--- config.mk ---
export PLATFORM = sky130hd
export DESIGN_NAME = instr_fetch_unit
export DESIGN_NICKNAME = d
export VERILOG_FILES = /design/src/rtl/instr_fetch_unit.sv
export SDC_FILE = /design/constraint.sdc
export NUM_CORES = 1
export LEC_CHECK = 0
export CORE_UTILIZATION = 35
export CTS_CLUSTER_DIAMETER = 40
export DETAILED_ROUTE_END_ITERATION = 16
export PLACE_DENSITY_LB_ADDON = 0.05
export SETUP_SLACK_MARGIN = 0.02
export SKIP_LAST_GASP = 1
export SLEW_MARGIN = 20
export SYNTH_ARGS = -nofsm -noshare
export SYNTH_HDL_FRONTEND = slang
export SYNTH_SLANG_ARGS = --single-unit
--- constraint.sdc ---
create_clock -name clk -period 4.35 [get_ports clk]
set_input_delay 1.305 -clock clk [delete_from_list [all_inputs] [get_ports clk]]
set_output_delay 1.305 -clock clk [all_outputs]
set_load 0.01 [all_outputs]
--- src/rtl/instr_fetch_unit.sv ---
`default_nettype none
// +----------------------------------------------------------------------------+
// | Module   : instr_fetch_unit                                                |
// | Brief    : MIPS fetch stage. It holds the PC, fetches words over req/ready |
// |            and applies branch/jump redirects when the held instruction     |
// |            retires. FETCH_PERF_EN adds retire and stall counters.          |
// | Revision : 1.0  initial release                                            |
// +----------------------------------------------------------------------------+
module instr_fetch_unit #(
  parameter logic [31:0] RESET_PC = 32'h0000_0000
) (
  input  logic        clk,
  input  logic        reset,
  output logic        imem_req,
  output logic [31:0] imem_addr,
  input  logic        imem_ready,
  input  logic [31:0] imem_rdata,
  input  logic        stall,
  input  logic        branch_taken,
  input  logic [31:0] branch_offset,
  input  logic        jump,
  input  logic [25:0] jump_index,
  output logic [31:0] instr,
  output logic [5:0]  opcode,
  output logic [5:0]  funct,
  output logic [31:0] pc_out,
  output logic [31:0] pc_plus4,
  output logic        instr_valid,
  output logic [31:0] perf_retired,
  output logic [31:0] perf_stall
);

  typedef enum logic [0:0] {
    FETCH = 1'b0,
    HOLD  = 1'b1
  } state_t;

  state_t      state_q;
  logic [31:0] pc_q;
  logic [31:0] instr_q;
  logic        valid_q;
  logic [31:0] next_pc_d;
  logic        w_retire;

  assign w_retire = (state_q == HOLD) && !stall;

  always_comb begin
    next_pc_d = pc_plus4;
    if (jump) begin
      next_pc_d = {pc_plus4[31:28], jump_index, 2'b00};
    end else if (branch_taken) begin
      next_pc_d = pc_plus4 + (branch_offset << 2);
    end
  end

  always_ff @(posedge clk or posedge reset) begin
    if (reset) begin
      state_q <= FETCH;
      pc_q    <= RESET_PC;
      instr_q <= 32'h0;
      valid_q <= 1'b0;
    end else begin
      case (state_q)
        FETCH: begin
          if (imem_ready) begin
            instr_q <= imem_rdata;
            valid_q <= 1'b1;
            state_q <= HOLD;
          end
        end
        HOLD: begin
          if (w_retire) begin
            pc_q    <= next_pc_d;
            valid_q <= 1'b0;
            state_q <= FETCH;
          end
        end
        default: state_q <= FETCH;
      endcase
    end
  end

  // The request is masked during reset so an abandoned fetch never reaches memory.
  assign imem_req    = (state_q == FETCH) && !reset;
  assign imem_addr   = pc_q;
  assign instr       = instr_q;
  assign opcode      = instr_q[31:26];
  assign funct       = instr_q[5:0];
  assign pc_out      = pc_q;
  assign pc_plus4    = pc_q + 32'd4;
  assign instr_valid = valid_q;

`ifdef FETCH_PERF_EN
  logic [31:0] retired_q;
  logic [31:0] stall_cnt_q;

  always_ff @(posedge clk or posedge reset) begin
    if (reset) begin
      retired_q   <= 32'h0;
      stall_cnt_q <= 32'h0;
    end else begin
      if (w_retire) begin
        retired_q <= retired_q + 32'd1;
      end
      if ((state_q == HOLD) && stall) begin
        stall_cnt_q <= stall_cnt_q + 32'd1;
      end
    end
  end

  assign perf_retired = retired_q;
  assign perf_stall   = stall_cnt_q;
`else
  assign perf_retired = 32'h0;
  assign perf_stall   = 32'h0;
`endif

endmodule
`default_nettype wire

# Word level (Yosys, flattened, before mapping)
# Cells that the tools add are included.
# totals
in_bits,96
output_inout_bits,206
reg_bits,66
wordCells,24
# op_classes
n_eq_ne,2
n_bitwise,1
reduce_logical,7
add_sub_neg,2
n_mux,8
# ops
cell,n
2-to-1 mux 32 bit,2
adder 32 x 3 -> 32 bit (second input constant),1
adder 32 bit,1
AND reduction 2 bit,3
2-to-1 mux 1 bit,4
case mux 1 bit (2 select lines),2
logical AND 1 bit,2
zero test 1 bit,2
inequality test 2 x 1 -> 1 bit (second input constant),1
inequality test 2 bit (second input constant),1
NOT 1 bit,1

# Longest topological paths before layout
# Gate-level depths: netlist (run 1).
# logic_depth
depth_word,4
ltp_mapped,16

# Least setup slack after synthesis (run 1)
# No wires, ideal clock.
# synth_timing
path_kind,reg2reg
startpoint,register pc_q[3] (netlist: imem_addr[3])
endpoint,register pc_q[31] (netlist: imem_addr[31])
path_stages_with_launch,16
synth_period_minus_slack_ps,4135
setup_time_ps,132
arrival_ps,4003
path_slack_ps,215
required_ps,4218
path_cell_list,dfrtp_1 ha_1 nand3_1 nor3_1 nand2_1 xnor2_1 ha_1 a21o_1 a21o_1 a21o_1 o21a_1 o32a_4 a221o_2 or4_1 nand4_1 o211ai_2
# synth_via
elab_chain_cells,4
# synth_rtl
element,line_no,rtl
"start, declared",39,logic [31:0] pc_q;
"start signal, assigned",73,pc_q <= next_pc_d;
adder 32 x 3 -> 32 bit,90,assign pc_plus4 = pc_q + 32'd4;
via pc_plus4[18],27,"output logic [31:0] pc_plus4,"
adder 32 bit,52,next_pc_d = pc_plus4 + (branch_offset << 2);
2-to-1 mux 32 bit,51,end else if (branch_taken) begin
2-to-1 mux 32 bit,49,if (jump) begin
# The timed path passes the listed nets, and every way through them passes these cells.
# A chain may end at the register's enable or synchronous reset.

# Worst setup path after layout (run 1)
# layout_timing
startpoint,register pc_q[9] (netlist: imem_addr[9])
endpoint,output port pc_plus4[30]
# layout_via
elab_chain_cells,1
# layout_rtl
element,line_no
adder 32 x 3 -> 32 bit,90
"end, declared",27
# Every way passes these cells.

==> impl_metrics.yaml, run 1 <==
run_status:
  status: "complete, no violations"
grt:
  grt_pass1_wl_um: 30080
  grt-ovfl-total: 0
  grt_pass1_vias: 5599
  grt_max_degree: 32
  grt_use_total_pct: 22.03
  antenna_found_initial: 0
drt:
  dr_total_vias: 5711
  drt_wl_total_um: 19440
  ant_nets: 0
  vias_per_cell: 4.949
  dr.pass1.iters: 5
  routedWlPerCell_um: 16.85
  drc_errors: 0
  initialDrtViolationCount: 275
synthesis:
  ys_warn_count: 0
  yosysSeqAreaShare_pct: 26.96
  yosysUniqueCellTypes: 62
  synth_top_cell_by_area: "dfrtp_1"
  syn_inst: 692
  syn_avg_cell_area_um2: 8.585
  ys_top_cells_by_area: "dfrtp_1, buf_4, ha_1, mux2_2, a21oi_1"
  mappedNetlistArea_um2: 5941
  synth_common_cells: "buf_4, dfrtp_1, nand2_1"
  synth_top_area_share_pct: 26.96
  yosys_register_bits: 64
  synth.most_common_cell: "buf_4"
  synth_flop_cell: "dfrtp_1"
  synth_edf_count: 0
  synthArstFlopShare_pct: 100.0
cells_and_area:
  area_growth_pct: 45.75
  final_area_um2: 8658
  seqCellArea_um2: 1604
  nFillCells: 1604
  multiInputGateArea_um2: 3633
  drive_gt1_share_pct: 14.45
  diodes: 0
  final_nets: 1062
pwr:
  ir_drop_mv: 0.2418
  p_per_area_nw_per_um2: 573.2
  power_leakage_nw: 3.798
die:
  initial_core_util_pct: 35.82
  die-area_um2: 17500
  coreArea_um2: 16580
  die_h_um: 132.3
  rows: 47
  dieWidth_um: 132.3
  io_pins: 302
timing:
  drv_slew: 0
  fin_crit_ps: 4233
  setup_viol: 0
  tightest_slew_ps: 631.6
  slew_headroom_pct: 57.45
  rsz0062_at_grt: "true"
  finalClockSkew_ps: 7.323
  fin_crit_sh_pct: 97.31
  hold_violations: 0
  fmax_ghz: 0.2362
  setup_ws_ps: 117.1
cts:
  root_buffer: "clkbuf_16"
  cts_tree: "yes"
  clkSlewWorstSetupHoldPaths_ps: 60
  numCtsBuffers: 9
  htree_levels: 3
  cts_sinks: 64
  cts_buffer_depth: 2
  cts_hold_buf: 0
  clkLatencyLatePin_ps: 340
job:
  cap_violations: 0
setup_path:
  start_kind: "register"
  path_class: "reg2out"
  reg2regPathDepth: 15
  critPathRequiredTime_ps: 3040
  critPathCaptureType: "output port"
  reg2reg_from: "imem_addr[5]"
  rr_endpoint: "imem_addr[31]"
  rrSetupSlack_ps: 180
  worst-path-max-fanout: 6
  cp.arrival_ps: 2930
hold_path:
  worstHoldEndpoint: "instr[15]"
  hp-start: "instr[15]"
  hold_path_depth: 1
  hold_class: "reg2reg"
placed_design:
  detailed_place_hpwl_um: 15160
  io_buffer_count: 229
  dp_worst_setup_slack_ps: -92.15
  place_congestion: 0.9672
  post_dp_cell_area_um2: 8234
-- worst max-delay path by stage --
stage | startpoint | to | slack [ps] | cells past startpoint
floorplan | imem_addr[3] | imem_addr[31] | 210 | 15
global placement | branch_offset[6] | imem_addr[31] | -70 | 11
detailed placement | branch_offset[6] | imem_addr[31] | -90 | 11
CTS | imem_addr[9] | pc_plus4[30] | 50 | 9
global route | imem_addr[11] | pc_plus4[30] | -50 | 9
finish | imem_addr[9] | pc_plus4[30] | 120 | 9
-- metal layers --
layer	up-vias	wire length, µm	track usage (%)
met3	19	1162	3.960
met4	0	198	6.003
met1	2682	8703	28.73
met2	255	9377	37.33
met5	-	0	0
li1	2755	-	-
-- where the power goes --
| group | internal (mW) | switching [mW] | total (mW) |
|---|---|---|---|
| Combinational | 1.68 | 1.48 | 3.16 |
| Sequential | 0.777 | 0.217 | 0.994 |
| Clock | 0.519 | 0.292 | 0.811 |
| Total | 2.97 | 1.99 | 4.96 |
-- critical path: stages, from the launching register on --
cell and delay [ps]:
dfrtp_1 340, and3_1 210, nand3_2 190, nor4_2 280, buf_4 190, and4_1 250, and2_1 190, nand2_1 110
xnor2_2 240, clkdlybuf4s50_1 570
-- area by class of cell --
class	instances	share of cell area, %
multi-input combinational	548	41.97
timing repair buffer	291	31.85
sequential	64	18.53
tap	220	3.179
clock buffer	10	2.760
clock inverter	6	1.069
inverter	15	0.6503
-- layout by cell type, fill, tap and decap left out, drive strengths merged, types with 4 or more instances in the layout --
master           n
a221o            4
nor2            44
o22ai            6
clkbuf          10
ha              36
a31oi            5
and2             5
nor2b            5
clkdlybuf4s50  229
nand3           27
a221oi           4
a21o            16
o211ai           7
mux2i            5
mux2            34
o21ai           31
a21oi           56
dfrtp           64
xor2            19
nand4           12
nand2b           5
inv             15
buf             62
a211oi           5
nand2           61
xnor2           31
nor3            11
and3             8
conb            70
-- flip-flops by register name, summed over array words and instances, names as in the netlist --
name / flops
instr: 32
imem_addr: 30
instr_valid: 1
state_q: 1
-- repair_timing --
| item | CTS | global route |
|---|---|---|
| gates resized for setup | 1 | 5 |
| buffers inserted | 1 | 9 |
| pin swaps | 0 | 3 |
| setup endpoints to repair | 2 | 4 |
-- kinds of logic after synthesis --
logic type / after synthesis / share of synthesized area [%]
and+or+nand+nor: 191 / 16.11
AOI/OAI and AO/OA: 161 / 17.67
buffers and inverters: 149 / 16.62
DFF: 64 / 26.96
xor gates and xnor gates: 50 / 7.372
muxes: 39 / 7.287
adders and majority gates: 37 / 7.919
other: 1 / 0.06312
-- metrics by stage --
stage | instances | hold WS (ps) | total power, mW | util [%] | TNS, ps
floorplan | 761 | 509.7 | 2.782 | - | 0
global placement | 1128 | 479.2 | 4.059 | 49.65 | -73.73
detailed placement | 1128 | 493.9 | 4.091 | 49.65 | -92.15
CTS | 1145 | 506.7 | 4.950 | 51.74 | 0
global route | 1154 | 514.2 | 5.300 | 52.21 | -48.68
finish | 1154 | 503.3 | 4.963 | 52.21 | 0
(Power assumes the default switching activity.)
==> run 2: changes to the inputs <==
==> constraint.sdc (replaced) <==
create_clock -name clk -period 4.35 [get_ports clk]
set_input_delay 0.87 -clock clk [delete_from_list [all_inputs] [get_ports clk]]
set_output_delay 0.87 -clock clk [all_outputs]
set_load 0.01 [all_outputs]
==> run 2 against run 1 <==
First-iteration DRC count shrank 5.5%. Hold slack worse by 3.4 ps. Critical path depth rose by 6. Power fell by 4.1%. Via count shrank 3.1%. Sequential share of layout area rose by 0.48 points. Fmax is 3.1% higher. Cell area down 2.7%. Utilization is 1.4 points lower. Clock power is 6.9% lower. Combinational power down 5%. Sequential power is essentially flat.
==> impl_metrics.yaml, run 2 (synthesis results as in run 1) <==
die:
  dieWidth_um: 132.3
  rows: 47
  io_pins: 302
  die-area_um2: 17500
  die_h_um: 132.3
  initial_core_util_pct: 35.82
  coreArea_um2: 16580
pwr:
  ir_drop_mv: 0.2490
  switchingPower_mw: 1.949
  p_int_mw: 2.808
  p_comb_share_pct: 63.2
  p_clk_share_pct: 15.9
  switching_share_pct: 40.97
  power_leakage_nw: 3.661
  p_per_area_nw_per_um2: 564.6
  seq_power_share_pct: 20.9
timing:
  fmax_ghz: 0.2435
  hold_violations: 0
  tightest_slew_ps: 721.0
  fin_crit_ps: 4107
  rsz0062_at_grt: "false"
  slew_headroom_pct: 51.42
  setup_ws_ps: 243.5
  setup_viol: 0
  finalClockSkew_ps: 9.650
  whs_ps: 500.0
  setup_tns_ps: 0
  drv_slew: 0
  fin_crit_sh_pct: 94.40
cells_and_area:
  diodes: 0
  area_growth_pct: 41.83
  final_area_um2: 8426
  final_nets: 1034
  drive_gt1_share_pct: 11.59
  layout_common_cells: "clkdlybuf4s50_1, conb_1, dfrtp_1"
  largest_register_ffs: 32
  layout_commonest_cell: "clkdlybuf4s50_1"
drt:
  ant_nets: 0
  vias_per_cell: 4.917
  dr_total_vias: 5536
  drt_wl_total_um: 19170
  routedWlPerCell_um: 17.03
  dr.pass1.iters: 5
  drc_errors: 0
  initialDrtViolationCount: 260
job:
  cap_violations: 0
grt:
  grt_use_total_pct: 21.78
  grt-ovfl-total: 0
  antenna_found_initial: 0
  grt_max_degree: 43
  grt_pass1_wl_um: 29870
  grt_pass1_vias: 5495
cts:
  numCtsBuffers: 9
  cts_tree: "yes"
  clkSlewWorstSetupHoldPaths_ps: 60
  clkLatencyLatePin_ps: 340
  cts_sinks: 64
  htree_levels: 3
  cts_buffer_depth: 2
  root_buffer: "clkbuf_16"
setup_path:
  path_class: "reg2reg"
  critPathCaptureType: "register"
  reg2regPathDepth: 15
  worst-path-max-fanout: 5
  critPathRequiredTime_ps: 4550
  cp.arrival_ps: 4310
  start_kind: "register"
placed_design:
  detailed_place_hpwl_um: 14740
  post_dp_cell_area_um2: 8077
  place_congestion: 0.8891
  io_buffer_count: 229
  dp_worst_setup_slack_ps: 153.8
hold_path:
  hold_class: "reg2reg"
  hold_path_depth: 2
run_status:
  status: "complete, no violations"
## run 2: changes by cell type in the layout (fill, tap and decap cells not counted), sizes merged
cell / previous run / this run
buf: 62 / 34
bufinv: 2 / 1
inv: 15 / 16
## run 2: timing repair
item                       in CTS  in global routing
gates resized for setup         0                  3
setup endpoints to repair       0                  1
setup buffers                   0                  3
hold buffers                    0                  0
## run 2: final timing paths
path                               from            end  slack, ps
max in group asynchronous         reset      instr[30]       2430
max reg2reg                imem_addr[4]  imem_addr[31]        240
min in group asynchronous         reset  imem_addr[14]        950
min reg2reg                 instr_valid    instr_valid        500
min                         instr_valid    instr_valid        500
max                        imem_addr[4]  imem_addr[31]        240
## run 2: power by group through the flow
stage,clock [mW],sequential (mW),combinational [mW]
2_1_floorplan,0,1.08,1.71
3_3_place_gp,0,0.998,2.96
3_5_place_dp,0,1.01,2.97
4_1_cts,0.772,1.00,3.00
5_1_grt,0.795,1.03,3.26
6_report,0.755,0.994,3.01
## run 2: area by class of cell
type / count / area [µm²]
flip-flops and latches: 64 / 1602
multi-input cells: 548 / 3638
well taps: 220 / 275.3
inverters: 15 / 56.30
repair buffers: 263 / 2547
clock inverters: 6 / 67.56
fillers: 1563 / 8158
clock buffers: 10 / 239.0
## run 2: critical path: stages, from the launching register on
cell,delay [ps]
dfrtp_1,380
and4_4,270
nand3_1,190
nor3_2,350
nand2_1,110
xnor2_1,230
ha_1,290
a21o_1,160
a21o_1,180
a21o_1,180
o21a_1,210
o32a_4,390
a221o_2,410
or4_1,400
nand4_1,120
o211ai_2,100
## run 2: per-stage QoR
| step | std cells | power [mW] | util, % |
|---|---|---|---|
| 2_1_floorplan | 761 | 2.782 | - |
| 3_3_place_gp | 1107 | 3.954 | 48.70 |
| 3_5_place_dp | 1107 | 3.983 | 48.70 |
| 4_1_cts | 1123 | 4.767 | 50.55 |
| 5_1_grt | 1126 | 5.089 | 50.81 |
| 6_report | 1126 | 4.757 | 50.81 |
## run 2: per-layer routing
layer  global-route usage [%]  wire (µm)  up-vias
met4                    5.428        170        0
li1                         -          -     2701
met3                    3.614       1088       11
met2                    36.89       9272      206
met5                        0          0        -
met1                    28.80       8642     2618
